## src/rtl/div_result_writeback.sv

```systemverilog
// div_result_writeback: buffers divider results (quotient, remainder,
// divide-by-zero) in a small circular FIFO and serializes each result onto
// the datapath bus as two beats, LO (quotient) then HI (remainder). It also
// updates the architectural LO/HI registers and a sticky divide-by-zero flag.
module div_result_writeback #(
  parameter int WIDTH = 32,
  parameter int DEPTH = 2
) (
  input  logic                     clk,
  input  logic                     rst,
  input  logic                     in_valid,
  output logic                     in_ready,
  input  logic [WIDTH-1:0]         in_q,
  input  logic [WIDTH-1:0]         in_r,
  input  logic                     in_dz,
  output logic                     out_valid,
  input  logic                     out_ready,
  output logic [WIDTH-1:0]         out_data,
  output logic                     out_sel,
  output logic                     out_last,
  output logic [WIDTH-1:0]         lo,
  output logic [WIDTH-1:0]         hi,
  output logic                     dz_flag,
  input  logic                     dz_clear,
  output logic [$clog2(DEPTH):0]   count
);

  localparam int AW = $clog2(DEPTH);
  localparam int CW = AW + 1;
  localparam int EW = 2 * WIDTH + 1;
  localparam logic [CW-1:0] FULL = CW'(DEPTH);

  typedef enum logic {
    SEND_LO = 1'b0,
    SEND_HI = 1'b1
  } beat_state_t;

  beat_state_t r_state;
  beat_state_t w_state_next;

  // Entry layout: {dz, remainder, quotient-as-sent}
  logic [EW-1:0]    r_mem [DEPTH];
  logic [AW-1:0]    r_wr_ptr;
  logic [AW-1:0]    r_rd_ptr;
  logic [CW-1:0]    r_count;
  logic [WIDTH-1:0] r_lo;
  logic [WIDTH-1:0] r_hi;
  logic             r_dz_flag;

  logic             w_push;
  logic             w_pop;
  logic             w_lo_acc;
  logic [WIDTH-1:0] w_q_store;
  logic [EW-1:0]    w_entry;
  logic [EW-1:0]    w_head;
  logic [WIDTH-1:0] w_head_q;
  logic [WIDTH-1:0] w_head_r;
  logic             w_head_dz;
  logic             w_dz_set;

  // A divide-by-zero result reports an all-ones quotient; the remainder
  // passes through untouched.
  genvar gi;
  generate
    for (gi = 0; gi < WIDTH; gi++) begin : g_q_force
      assign w_q_store[gi] = in_q[gi] | in_dz;
    end
  endgenerate

  assign w_entry   = {in_dz, in_r, w_q_store};
  assign w_head    = r_mem[r_rd_ptr];
  assign w_head_q  = w_head[WIDTH-1:0];
  assign w_head_r  = w_head[2*WIDTH-1:WIDTH];
  assign w_head_dz = w_head[EW-1];

  // No pop-to-push bypass: a full FIFO refuses input even while popping.
  assign in_ready  = (r_count != FULL);
  assign out_valid = (r_count != '0);
  assign w_push    = in_valid && in_ready;
  assign w_dz_set  = w_lo_acc && w_head_dz;

  assign count   = r_count;
  assign lo      = r_lo;
  assign hi      = r_hi;
  assign dz_flag = r_dz_flag;

  // FIFO storage write; contents need no reset since the pointers define validity.
  always_ff @(posedge clk) begin
    if (w_push) begin
      r_mem[r_wr_ptr] <= w_entry;
    end
  end

  // FIFO pointers and occupancy; pointers wrap naturally at DEPTH (power of 2).
  always_ff @(posedge clk) begin
    if (rst) begin
      r_wr_ptr <= '0;
      r_rd_ptr <= '0;
      r_count  <= '0;
    end else begin
      if (w_push) begin
        r_wr_ptr <= r_wr_ptr + AW'(1);
      end
      if (w_pop) begin
        r_rd_ptr <= r_rd_ptr + AW'(1);
      end
      case ({w_push, w_pop})
        2'b10:   r_count <= r_count + CW'(1);
        2'b01:   r_count <= r_count - CW'(1);
        default: r_count <= r_count;
      endcase
    end
  end

  // Beat state register.
  always_ff @(posedge clk) begin
    if (rst) begin
      r_state <= SEND_LO;
    end else begin
      r_state <= w_state_next;
    end
  end

  // Beat sequencing and bus outputs for the head entry; the pop happens only
  // on the HI handshake so a pair is never split.
  always_comb begin
    w_state_next = r_state;
    out_data     = '0;
    out_sel      = 1'b0;
    out_last     = 1'b0;
    w_lo_acc     = 1'b0;
    w_pop        = 1'b0;
    if (out_valid) begin
      case (r_state)
        SEND_LO: begin
          out_data = w_head_q;
          if (out_ready) begin
            w_lo_acc     = 1'b1;
            w_state_next = SEND_HI;
          end
        end
        SEND_HI: begin
          out_data = w_head_r;
          out_sel  = 1'b1;
          out_last = 1'b1;
          if (out_ready) begin
            w_pop        = 1'b1;
            w_state_next = SEND_LO;
          end
        end
        default: begin
          w_state_next = SEND_LO;
        end
      endcase
    end
  end

  // Architectural LO/HI update as each beat is accepted.
  always_ff @(posedge clk) begin
    if (rst) begin
      r_lo <= '0;
      r_hi <= '0;
    end else begin
      if (w_lo_acc) begin
        r_lo <= w_head_q;
      end
      if (w_pop) begin
        r_hi <= w_head_r;
      end
    end
  end

  // Sticky divide-by-zero flag; a new set beats a simultaneous clear.
  always_ff @(posedge clk) begin
    if (rst) begin
      r_dz_flag <= 1'b0;
    end else if (w_dz_set) begin
      r_dz_flag <= 1'b1;
    end else if (dz_clear) begin
      r_dz_flag <= 1'b0;
    end
  end

endmodule

```

## config.mk

```make
export PLATFORM = sky130hd
export DESIGN_NAME = div_result_writeback
export DESIGN_NICKNAME = d
export VERILOG_FILES = /design/src/rtl/div_result_writeback.sv
export SDC_FILE = /design/constraint.sdc
export NUM_CORES = 1
export LEC_CHECK = 0
export BUFFER_PORTS_ARGS = -buffer_cell sky130_fd_sc_hd__buf_2
export CAP_MARGIN = 20
export CORE_MARGIN = 8
export CORE_UTILIZATION = 54
export CTS_CLUSTER_DIAMETER = 30
export CTS_CLUSTER_SIZE = 20
export DETAILED_ROUTE_END_ITERATION = 10
export GPL_TIMING_DRIVEN = 0
export PLACE_DENSITY = 0.86
export SYNTH_ARGS = -nofsm -noshare
export SYNTH_HDL_FRONTEND = slang
export SYNTH_SLANG_ARGS = --single-unit
```

## constraint.sdc

```tcl
create_clock -name clk -period 3.5 [get_ports clk]
set_input_delay 0.35 -clock clk [delete_from_list [all_inputs] [get_ports clk]]
set_output_delay 0.35 -clock clk [all_outputs]
set_load 0.02 [all_outputs]
```

After elaboration in Yosys (flattened, before gate mapping). Memories as Yosys holds them, arrays and structs flattened. A register that Yosys moved wholly into a read port is not among the register bits. Cells that the tools add are included.

Add/subtract/negate cells: 4. Equal/unequal tests: 3. Muxes and demuxes: 18. Bitwise gates (word level): 33. Reductions and logical operators: 5.

Operators with widths (number): $pmux 32 s2 (1); $mux 32 (1); $or 1x1->1 (32); $mux 1 (14); $reduce_bool 2->1 (3); $pmux 2 s2 (1); $add 1x1->1 const B (2); $add 2x1->2 const B (1); $eq 2x1->1 const B (1); $eq 2x2->1 const B (1); $logic_and 1x1->1 (2); $ne 2x2->1 const B (1); $pmux 1 s2 (1); $sub 2x1->2 const B (1); $not 1->1 (1).

Register bits: 70. RAM bits: 130. Input bits: 70. Logic and storage cells: 71. Memories: 1.

Memories: r_mem (words 2, bits a word 65, read ports 1, clocked after Yosys merged registers in 1, write ports 1, line 42) `logic [EW-1:0] r_mem [DEPTH];`.

Depth between registers and ports, before layout. Gate-level depths: netlist of run 1.

Depth after elaboration: 5. Mapped depth: 9.

Least setup slack after synthesis of run 1. OpenSTA, ideal clock, no wires.

Path kind: register to register. Start: register r_count[0], in the netlist count[0]. End: memory r_mem[1][0] (netlist name), enable pin. Setup time: 430 ps. Arrival: 2495 ps. Required time: 3070 ps. Path slack: 574 ps. Stages on the path, launching flop included: 3. Path buffers: 0. Clock period less this slack: 2926 ps. Cell sequence: dfxtp_1 > nand2b_1 > and3_1.

Longest elaborated chain between the ends: 4.

RTL lines: from (decl) (line 45) `logic [CW-1:0] r_count;`; from (signal assigned) (line 108) `2'b10: r_count <= r_count + CW'(1);`; from (signal assigned) (line 109) `2'b01: r_count <= r_count - CW'(1);`; from (signal assigned) (line 110) `default: r_count <= r_count;`; $ne 2x2->1 (line 77) `assign in_ready = (r_count != FULL);`; named net in_ready (line 12) `output logic in_ready,`; $logic_and 1x1->1 (line 79) `assign w_push = in_valid && in_ready;`; $mux 1 (line 89) `if (w_push) begin`; $mux 1 (implied by the code) (line 90) `r_mem[r_wr_ptr] <= w_entry;`; to (decl) (line 42).

The timed path passes the listed nets, and every way through them passes these cells.

==> impl_metrics.env, run 1 <==
export IMPL_track_usage=0.210
export IMPL_dp_hpwl_mm=14.1
export IMPL_grt_pass1_vias=5591
export IMPL_cts_sinks=201
export IMPL_dp_cells=950
export IMPL_critPathRequiredTime_ps=3150
export IMPL_die_h_um=137
export IMPL_place_gp_congestion=0.840
export IMPL_ys_ff_latch=201
export IMPL_path_delay_family="buffers and inverters"
export IMPL_worstPathArrival_ps=2180
export IMPL_top_layer_used="met4"
export IMPL_crit_buf_inv=3
export IMPL_firstDrtPassIters=5
export IMPL_status="complete, no violations"
export IMPL_syn_to_final_growth_pct=29.2
export IMPL_syn_area_per_cell_sq_um=13.4
export IMPL_final_setup_viol_count=0
export IMPL_power_leakage_nw=4.01
export IMPL_ioPinCount=173
export IMPL_io_buffers=171
export IMPL_max_stage_delay_ps=360
export IMPL_antenna_found_initial=1
export IMPL_yosys_area_top_type="edfxtp_1"
export IMPL_start_kind="flop"
export IMPL_wl_met2_mm=10.1
export IMPL_synth_fp_nets=668
export IMPL_cts_resized=0
export IMPL_fin_cells=1021
export IMPL_ys_warn_count=0
export IMPL_root_buffer="clkbuf_16"
export IMPL_final_nets=885
export IMPL_synth_distinct_cells=29
export IMPL_dieArea_sq_um=18900
export IMPL_synthTopCellsByArea="edfxtp_1 49%, dfxtp_1 18%, mux2i_1 8.1%"
export IMPL_drive_gt1_frac=0.379
export IMPL_cts_tree="yes"
export IMPL_synthCells=595
export IMPL_fp_row_count=44
export IMPL_wl_met3_mm=1.45
export IMPL_postRouteAntennaNets=0
export IMPL_fin_worst_skew_ps=17.3
export IMPL_hold_class="input port to flop"
export IMPL_yosysSeqAreaShare=0.669
export IMPL_grt_start_max_net_pins=66
export IMPL_endpoint_kind="output port"
export IMPL_dr_first_iter_drc_count=375
export IMPL_max_slew_margin_rel=0.372
export IMPL_cts_hold_buf=12
export IMPL_grt_pass1_wl_mm=30.4
export IMPL_core_sq_um=14500
export IMPL_wl_met1_mm=8.07
export IMPL_power_mw=7.61
export IMPL_netlist_area_leader_share=0.491
export IMPL_crit_chain="buf_6 > buf_4 > mux2i_1 > nand2_1 > and3_1 > buf_2"
export IMPL_hold_viol_final=0
export IMPL_insertion_delay_ps=540
export IMPL_cts_made_buffers=31
export IMPL_tightest_slew_ps=942
export IMPL_period_share=0.723
export IMPL_routed_wl_mm=20.5
export IMPL_clk_path_buf_depth=3
export IMPL_clk_pin_slew_ps=50
export IMPL_maxSlewViolCount=0
export IMPL_crit_slowest_cell="mux2i_1"
export IMPL_vias=5535
export IMPL_chipWidth_um=137
export IMPL_peakVddDrop_mv=0.388
export IMPL_rsz0062_at_grt="false"
export IMPL_start_util=0.550
export IMPL_crit_fanout=10
export IMPL_htreeDepth=1
export IMPL_syn_area_sq_um=7960
export IMPL_cellPowerDensity_nw_per_um2=740
export IMPL_period_needed_ps=2530
export IMPL_post_cts_buffers=0
export IMPL_drc_errors=0
export IMPL_crit_type="flop to output port"
export IMPL_vias_per_cell=5.42
export IMPL_max_freq_ghz=0.395
export IMPL_overflow=0
export IMPL_drv_cap=0
export IMPL_avgRoutedWirePerCell_um=20.1
## synth_stat cells
cell type,n
or3_1,1
or2_1,1
nand2b_1,1
buf_6,10
a211oi_1,35
nand3b_1,1
ha_1,3
a21oi_1,3
xor2_1,1
nor2_1,69
or2_2,32
inv_1,2
buf_4,7
o21ai_0,1
buf_1,2
a211oi_2,30
a21bo_2,1
clkbuf_1,16
xnor2_1,2
o21a_1,2
dfxtp_1,71
mux2_2,1
buf_2,9
nand2_1,65
mux2i_1,64
and3_1,33
and2_1,1
edfxtp_1,130
nor2b_1,1
## stage by stage
step	hold WS, ps	util	setup slack (ps)	area, sq um	setup TNS (ps)
6_report	12.4	0.710	969	10300	0
5_1_grt	2.19	0.710	899	10300	0
4_1_cts	0.395	0.709	963	10300	0
3_5_place_dp	488	0.625	1460	9050	0
3_3_place_gp	483	0.625	-83.1	9040	-5110
2_1_floorplan	449	-	574	7960	0
## metal layers
metal | track usage | up-vias
met4 | 0.108 | 0
li1 | - | 2592
met5 | 0 | -
met2 | 0.347 | 232
met1 | 0.258 | 2648
met3 | 0.0405 | 63
## report_power, final
part           leakage, nW  internal (mW)  switching (mW)
combinational         1.72          0.519            1.03
sequential            1.76           2.78          0.0998
clock                0.531           2.08            1.10
## flip-flops by register name, summed over array words and instances, names as in the netlist, named ones only
name and count:
dz_flag 1, r_mem 130, r_rd_ptr 1, r_state 1
hi 32, lo 32, r_wr_ptr 1, count 2
## final cells by class
type                       count  area [sq um]
timing repair buffer         184           986
antenna                        1          2.50
tap                          184           230
multi-input combinational    348          2350
inverter                       2          10.0
clock buffer                  33           783
sequential                   201          5330
clock inverter                24           313
fill                         957          4200
buffer                        44           278
## final timing paths
check | startpoint | endpoint | slack, ps | cells after the start
setup / recovery | flop | out_data[15] | 970 | 6
hold / removal | in_r[29] | r_mem[0][61]$_DFFE_PP_ | 10 | 1
setup reg to reg | count[0]$_SDFFE_PP0P_ | r_mem[0][15]$_DFFE_PP_ | 1430 | 3
hold reg to reg | hi[5]$_SDFFE_PP0P_ | hi[5]$_SDFFE_PP0P_ | 490 | 2
## logic make-up after synthesis
kind of cell | share of synthesized area
AOI/OAI and AO/OA | 0.0858
xor gates and xnor gates | 0.00330
adders and majority gates | 0.00472
buffers and inverters | 0.0358
DFF | 0.669
muxes | 0.0819
and+or+nand+nor | 0.119
## cells in the final DEF, fill, tap and decap left out, drive strengths merged, types with 2 or more instances in the layout
master,count
a211oi,65
clkinv,11
inv,6
bufinv,6
mux2i,64
o21a,2
a21oi,3
and3,33
edfxtp,130
xnor2,2
ha,3
clkinvlp,3
nor2,69
dlygate4sd3,13
buf,199
dfxtp,71
clkbuf,49
or2,33
nand2,65
(Power assumes the default switching activity.)
==> run 2: changes to the inputs <==
==> constraint.sdc (replaced) <==
create_clock -name clk -period 2.52 [get_ports clk]
set_input_delay 0.252 -clock clk [delete_from_list [all_inputs] [get_ports clk]]
set_output_delay 0.252 -clock clk [all_outputs]
set_load 0.02 [all_outputs]
==> impl_metrics.env, run 2 (synthesized netlist as in run 1, its figures left out) <==
export IMPL_max_slew_margin_rel=0.375
export IMPL_final_nets=908
export IMPL_fp_row_count=44
export IMPL_dp_cells=951
export IMPL_die_h_um=137
export IMPL_worstPathArrival_ps=2130
export IMPL_critPathRequiredTime_ps=2270
export IMPL_grt_pass1_vias=5863
export IMPL_pwr_share_comb=0.198
export IMPL_crit_fanout=10
export IMPL_endpoint_kind="output port"
export IMPL_pwr_share_clk=0.439
export IMPL_chipWidth_um=137
export IMPL_fin_util=0.734
export IMPL_htreeDepth=2
export IMPL_p_sw_mw=3.11
export IMPL_final_setup_viol_count=0
export IMPL_routed_wl_mm=21.2
export IMPL_cts_resized=0
export IMPL_p_sw_frac=0.281
export IMPL_layout_commonest_cell="buf_2"
export IMPL_dr_first_iter_drc_count=328
export IMPL_cell_internal_pwr_mw=7.95
export IMPL_track_usage=0.218
export IMPL_io_buffers=171
export IMPL_largest_reg_flops=130
export IMPL_grt_pass1_wl_mm=31.4
export IMPL_layout_common_cells="180 x buf_2, 130 x edfxtp_1, 71 x dfxtp_1, 69 x nor2_1, 65 x nand2_1"
export IMPL_peakVddDrop_mv=0.456
export IMPL_firstDrtPassIters=5
export IMPL_status="complete, no violations"
export IMPL_worst_slack_ps=134
export IMPL_post_place_ws_ps=334
export IMPL_max_freq_ghz=0.419
export IMPL_power_leakage_nw=4.15
export IMPL_rsz0062_at_grt="false"
export IMPL_drc_errors=0
export IMPL_place_gp_congestion=0.839
export IMPL_postRouteAntennaNets=0
export IMPL_overflow=0
export IMPL_syn_to_final_growth_pct=33.6
export IMPL_cts_made_buffers=34
export IMPL_hold_viol_final=0
export IMPL_ioPinCount=173
export IMPL_tightest_slew_ps=937
export IMPL_antenna_found_initial=0
export IMPL_crit_type="flop to output port"
export IMPL_vias=5736
export IMPL_hold_class="input port to flop"
export IMPL_start_kind="flop"
export IMPL_core_sq_um=14500
export IMPL_clk_path_buf_depth=3
export IMPL_period_share=0.947
export IMPL_fin_worst_skew_ps=12.7
export IMPL_dieArea_sq_um=18900
export IMPL_grt_start_max_net_pins=66
export IMPL_drive_gt1_frac=0.373
export IMPL_insertion_delay_ps=490
export IMPL_dp_hpwl_mm=14.4
export IMPL_maxSlewViolCount=0
export IMPL_avgRoutedWirePerCell_um=20.3
export IMPL_period_needed_ps=2390
export IMPL_start_util=0.550
export IMPL_cts_tree="yes"
export IMPL_fin_cells=1046
export IMPL_vias_per_cell=5.48
export IMPL_drv_cap=0
export IMPL_root_buffer="clkbuf_16"
export IMPL_regMostFlops="r_mem"
export IMPL_cts_sinks=201
export IMPL_cellPowerDensity_nw_per_um2=1040
export IMPL_clk_pin_slew_ps=50
export IMPL_power_frac_seq=0.362
export IMPL_setup_tns_ps=0
[run 2: what timing repair did]
item | CTS | global route
setup buffers | 0 | 0
hold buffers | 32 | 0
endpoints found under the hold margin | 64 | 0
[run 2: cell type report]
class | count | area [sq um]
Fill cell | 910 | 3850
Tap cell | 184 | 230
Clock inverter | 19 | 268
Buffer | 44 | 278
Sequential cell | 201 | 5330
Inverter | 2 | 11.3
Antenna cell | 1 | 2.50
Clock buffer | 43 | 968
Multi-Input combinational cell | 348 | 2350
Timing Repair Buffer | 204 | 1200
[run 2: metrics by stage]
| step | power, mW | instance area [sq um] | hold slack (ps) |
|---|---|---|---|
| after floorplan | 5.42 | 7960 | 351 |
| after global placement | 6.11 | 9050 | 441 |
| after detailed placement | 6.17 | 9070 | 444 |
| after CTS | 11.1 | 10600 | 23.0 |
| after global routing | 11.4 | 10600 | 23.8 |
| final | 11.1 | 10600 | 32.1 |
[run 2: worst paths after layout]
kind,from,end,slack [ps],depth (start not counted)
worst max register to register,count[1]$_SDFFE_PP0P_,r_mem[0][11]$_DFFE_PP_,320,4
worst min register to register,hi[9]$_SDFFE_PP0P_,hi[9]$_SDFFE_PP0P_,500,2
worst max-delay path,flop,out_data[21],130,6
worst min-delay path,in_q[16],r_mem[0][16]$_DFFE_PP_,30,2
[run 2: per-layer routing]
layer  wire (um)  global-route usage
met5           0                   0
met4        1050               0.116
met3        1560              0.0492
met2       10500               0.370
met1        8100               0.251
[run 2: power groups by stage]
stage | clock, mW | combinational (mW) | sequential, mW
5_1_grt | 5.05 | 2.32 | 4.02
3_3_place_gp | 0 | 2.07 | 4.04
3_5_place_dp | 0 | 2.11 | 4.05
4_1_cts | 4.88 | 2.18 | 4.00
2_1_floorplan | 0 | 1.21 | 4.21
6_report | 4.86 | 2.19 | 4.00
[run 2: critical path, stage by stage (launching register included)]
cell and delay [ps]:
dfxtp_1 340, buf_6 190, buf_4 250, mux2i_1 380
nand2_1 110, and3_1 220, buf_2 170
==> run 3: changes to the inputs <==
--- a/config.mk
+++ b/config.mk
@@ -5,15 +5,15 @@
 export SDC_FILE = /design/constraint.sdc
 export NUM_CORES = 1
 export LEC_CHECK = 0
+export ABC_AREA = 1
 export BUFFER_PORTS_ARGS = -buffer_cell sky130_fd_sc_hd__buf_2
 export CAP_MARGIN = 20
 export CORE_MARGIN = 8
-export CORE_UTILIZATION = 54
+export CORE_UTILIZATION = 55
 export CTS_CLUSTER_DIAMETER = 30
 export CTS_CLUSTER_SIZE = 20
 export DETAILED_ROUTE_END_ITERATION = 10
-export GPL_TIMING_DRIVEN = 0
-export PLACE_DENSITY = 0.86
+export PLACE_DENSITY = 0.77
 export SYNTH_ARGS = -nofsm -noshare
 export SYNTH_HDL_FRONTEND = slang
 export SYNTH_SLANG_ARGS = --single-unit
==> impl_metrics.env, run 3 <==
export IMPL_post_place_ws_ps=621
export IMPL_die_h_um=140
export IMPL_dp_hpwl_mm=13.4
export IMPL_cts_tree="yes"
export IMPL_synth_fp_nets=1043
export IMPL_layout_common_cells="333 x nand2_1, 172 x buf_2, 138 x inv_1, 136 x nor2_1, 130 x edfxtp_1"
export IMPL_final_setup_viol_count=0
export IMPL_syn_area_sq_um=8510
export IMPL_ys_flop_type="edfxtp_1"
export IMPL_yosysSeqAreaShare=0.626
export IMPL_insertion_delay_ps=480
export IMPL_vias_per_cell=4.82
export IMPL_fin_worst_skew_ps=11.7
export IMPL_period_needed_ps=2300
export IMPL_clk_pin_slew_ps=50
export IMPL_worstPathArrival_ps=2050
export IMPL_power_leakage_nw=5.40
export IMPL_largest_reg_flops=130
export IMPL_chipWidth_um=140
export IMPL_wl_met2_mm=10.3
export IMPL_synthCells=970
export IMPL_crit_fanout=32
export IMPL_hold_viol_final=0
export IMPL_place_gp_congestion=0.851
export IMPL_dr_first_iter_drc_count=463
export IMPL_vias=6709
export IMPL_crit_type="flop to output port"
export IMPL_max_slew_margin_rel=0.502
export IMPL_synth_edff_count=130
export IMPL_grt_pass1_wl_mm=33.5
export IMPL_layout_commonest_cell="nand2_1"
export IMPL_synth_most_common_cell="nand2_1"
export IMPL_hold_class="input port to flop"
export IMPL_track_usage=0.215
export IMPL_wl_met3_mm=1.60
export IMPL_cellPowerDensity_nw_per_um2=912
export IMPL_root_buffer="clkbuf_16"
export IMPL_tightest_slew_ps=748
export IMPL_setup_tns_ps=0
export IMPL_drv_cap=0
export IMPL_finalHoldWorstSlack_ps=31.2
export IMPL_maxSlewViolCount=0
export IMPL_syn_to_final_growth_pct=29.6
export IMPL_routed_wl_mm=21.3
export IMPL_final_nets=1253
export IMPL_synthTopCellsByCount="333 x nand2_1, 139 x inv_1, 138 x nor2_1"
export IMPL_grt_pass1_vias=6544
export IMPL_power_mw=10.1
export IMPL_synth_distinct_cells=21
export IMPL_max_freq_ghz=0.435
export IMPL_status="complete, no violations"
export IMPL_start_util=0.562
export IMPL_critPathRequiredTime_ps=2270
export IMPL_wl_met1_mm=8.88
export IMPL_htreeDepth=2
export IMPL_syn_area_per_cell_sq_um=8.78
export IMPL_peakVddDrop_mv=0.594
export IMPL_postRouteAntennaNets=0
export IMPL_antenna_found_initial=2
export IMPL_cts_sinks=201
export IMPL_drive_gt1_frac=0.237
export IMPL_grt_start_max_net_pins=66
export IMPL_dp_cells=1296
export IMPL_worst_slack_ps=223
export IMPL_diodes=0
export IMPL_fin_cells=1392
export IMPL_ioPinCount=173
export IMPL_rsz0062_at_grt="false"
export IMPL_start_kind="flop"
export IMPL_ys_warn_count=0
export IMPL_fp_row_count=45
export IMPL_avgRoutedWirePerCell_um=15.3
export IMPL_firstDrtPassIters=7
export IMPL_top_layer_used="met5"
export IMPL_ys_ff_latch=201
export IMPL_regMostFlops="r_mem"
export IMPL_drc_errors=0
export IMPL_io_buffers=172
export IMPL_async_reset_ff_frac=0
export IMPL_post_cts_buffers=0
export IMPL_period_share=0.912
export IMPL_dieArea_sq_um=19700
export IMPL_synthTopCellsByArea="edfxtp_1 46%, dfxtp_1 17%, nand2_1 15%"
export IMPL_core_sq_um=15100
export IMPL_yosys_area_top_type="edfxtp_1"
export IMPL_overflow=0
export IMPL_endpoint_kind="output port"
export IMPL_netlist_area_leader_share=0.459
export IMPL_clk_path_buf_depth=3
export IMPL_cts_made_buffers=37
==> run 3: worst paths after layout <==
path | from | to | slack, ps | cells past startpoint
min | dz_clear | dz_flag$_SDFFE_PP0P_ | 30 | 4
min reg2reg | dz_flag$_SDFFE_PP0P_ | dz_flag$_SDFFE_PP0P_ | 470 | 2
max | count[0]$_SDFFE_PP0P_ | out_data[2] | 220 | 6
max reg2reg | r_state$_SDFFE_PP0P_ | hi[16]$_SDFFE_PP0P_ | 630 | 7
==> run 3: worst max-delay path, stage by stage, from the launching register on <==
cell     delay [ps]
dfxtp_1         470
nor2_4          110
nor2_4           80
buf_4           370
nand3_1         180
o21ai_0         130
buf_2           210
==> run 3: routing by layer <==
metal / GRT usage / up-vias
li1: - / 3397
met2: 0.356 / 222
met4: 0.0760 / 4
met5: 0 / -
met1: 0.266 / 3042
met3: 0.0571 / 44
==> run 3: area by class of cell <==
cell class              instances  area, sq um
fillers                      1120         4110
inverters                     140          526
clock buffers                  42          955
clock inverters                21          238
repair buffers                216         1310
flip-flops and latches        201         5330
multi-input cells             584         2440
well taps                     188          235
==> run 3: per-stage QoR <==
| step | utilization | instance area, sq um |
|---|---|---|
| final | 0.729 | 11000 |
| after global routing | 0.729 | 11000 |
| after CTS | 0.728 | 11000 |
| after detailed placement | 0.628 | 9510 |
| after global placement | 0.628 | 9510 |
| after floorplan | - | 8520 |
==> run 3: report_power, final <==
| part | internal (mW) | switching (mW) |
|---|---|---|
| sequential | 3.78 | 0.0995 |
| clock | 3.13 | 1.58 |
| combinational | 0.470 | 1.01 |
==> run 3: what timing repair did <==
item / 4_1_cts / 5_1_grt
resized for setup: 0 / 1
setup endpoints to repair: 0 / 18
hold buffers: 33 / 0
hold endpoints to repair: 65 / 0
==> run 3: kinds of logic (layout without fill, tap and decap cells) <==
family / Yosys count / in the layout / synth area share
AOI/OAI and AO/OA: 39 / 39 / 0.0229
adders and majority gates: 3 / 3 / 0.00441
buffers and inverters: 185 / 419 / 0.0907
DFF: 201 / 201 / 0.626
and+or+nand+nor: 542 / 542 / 0.256
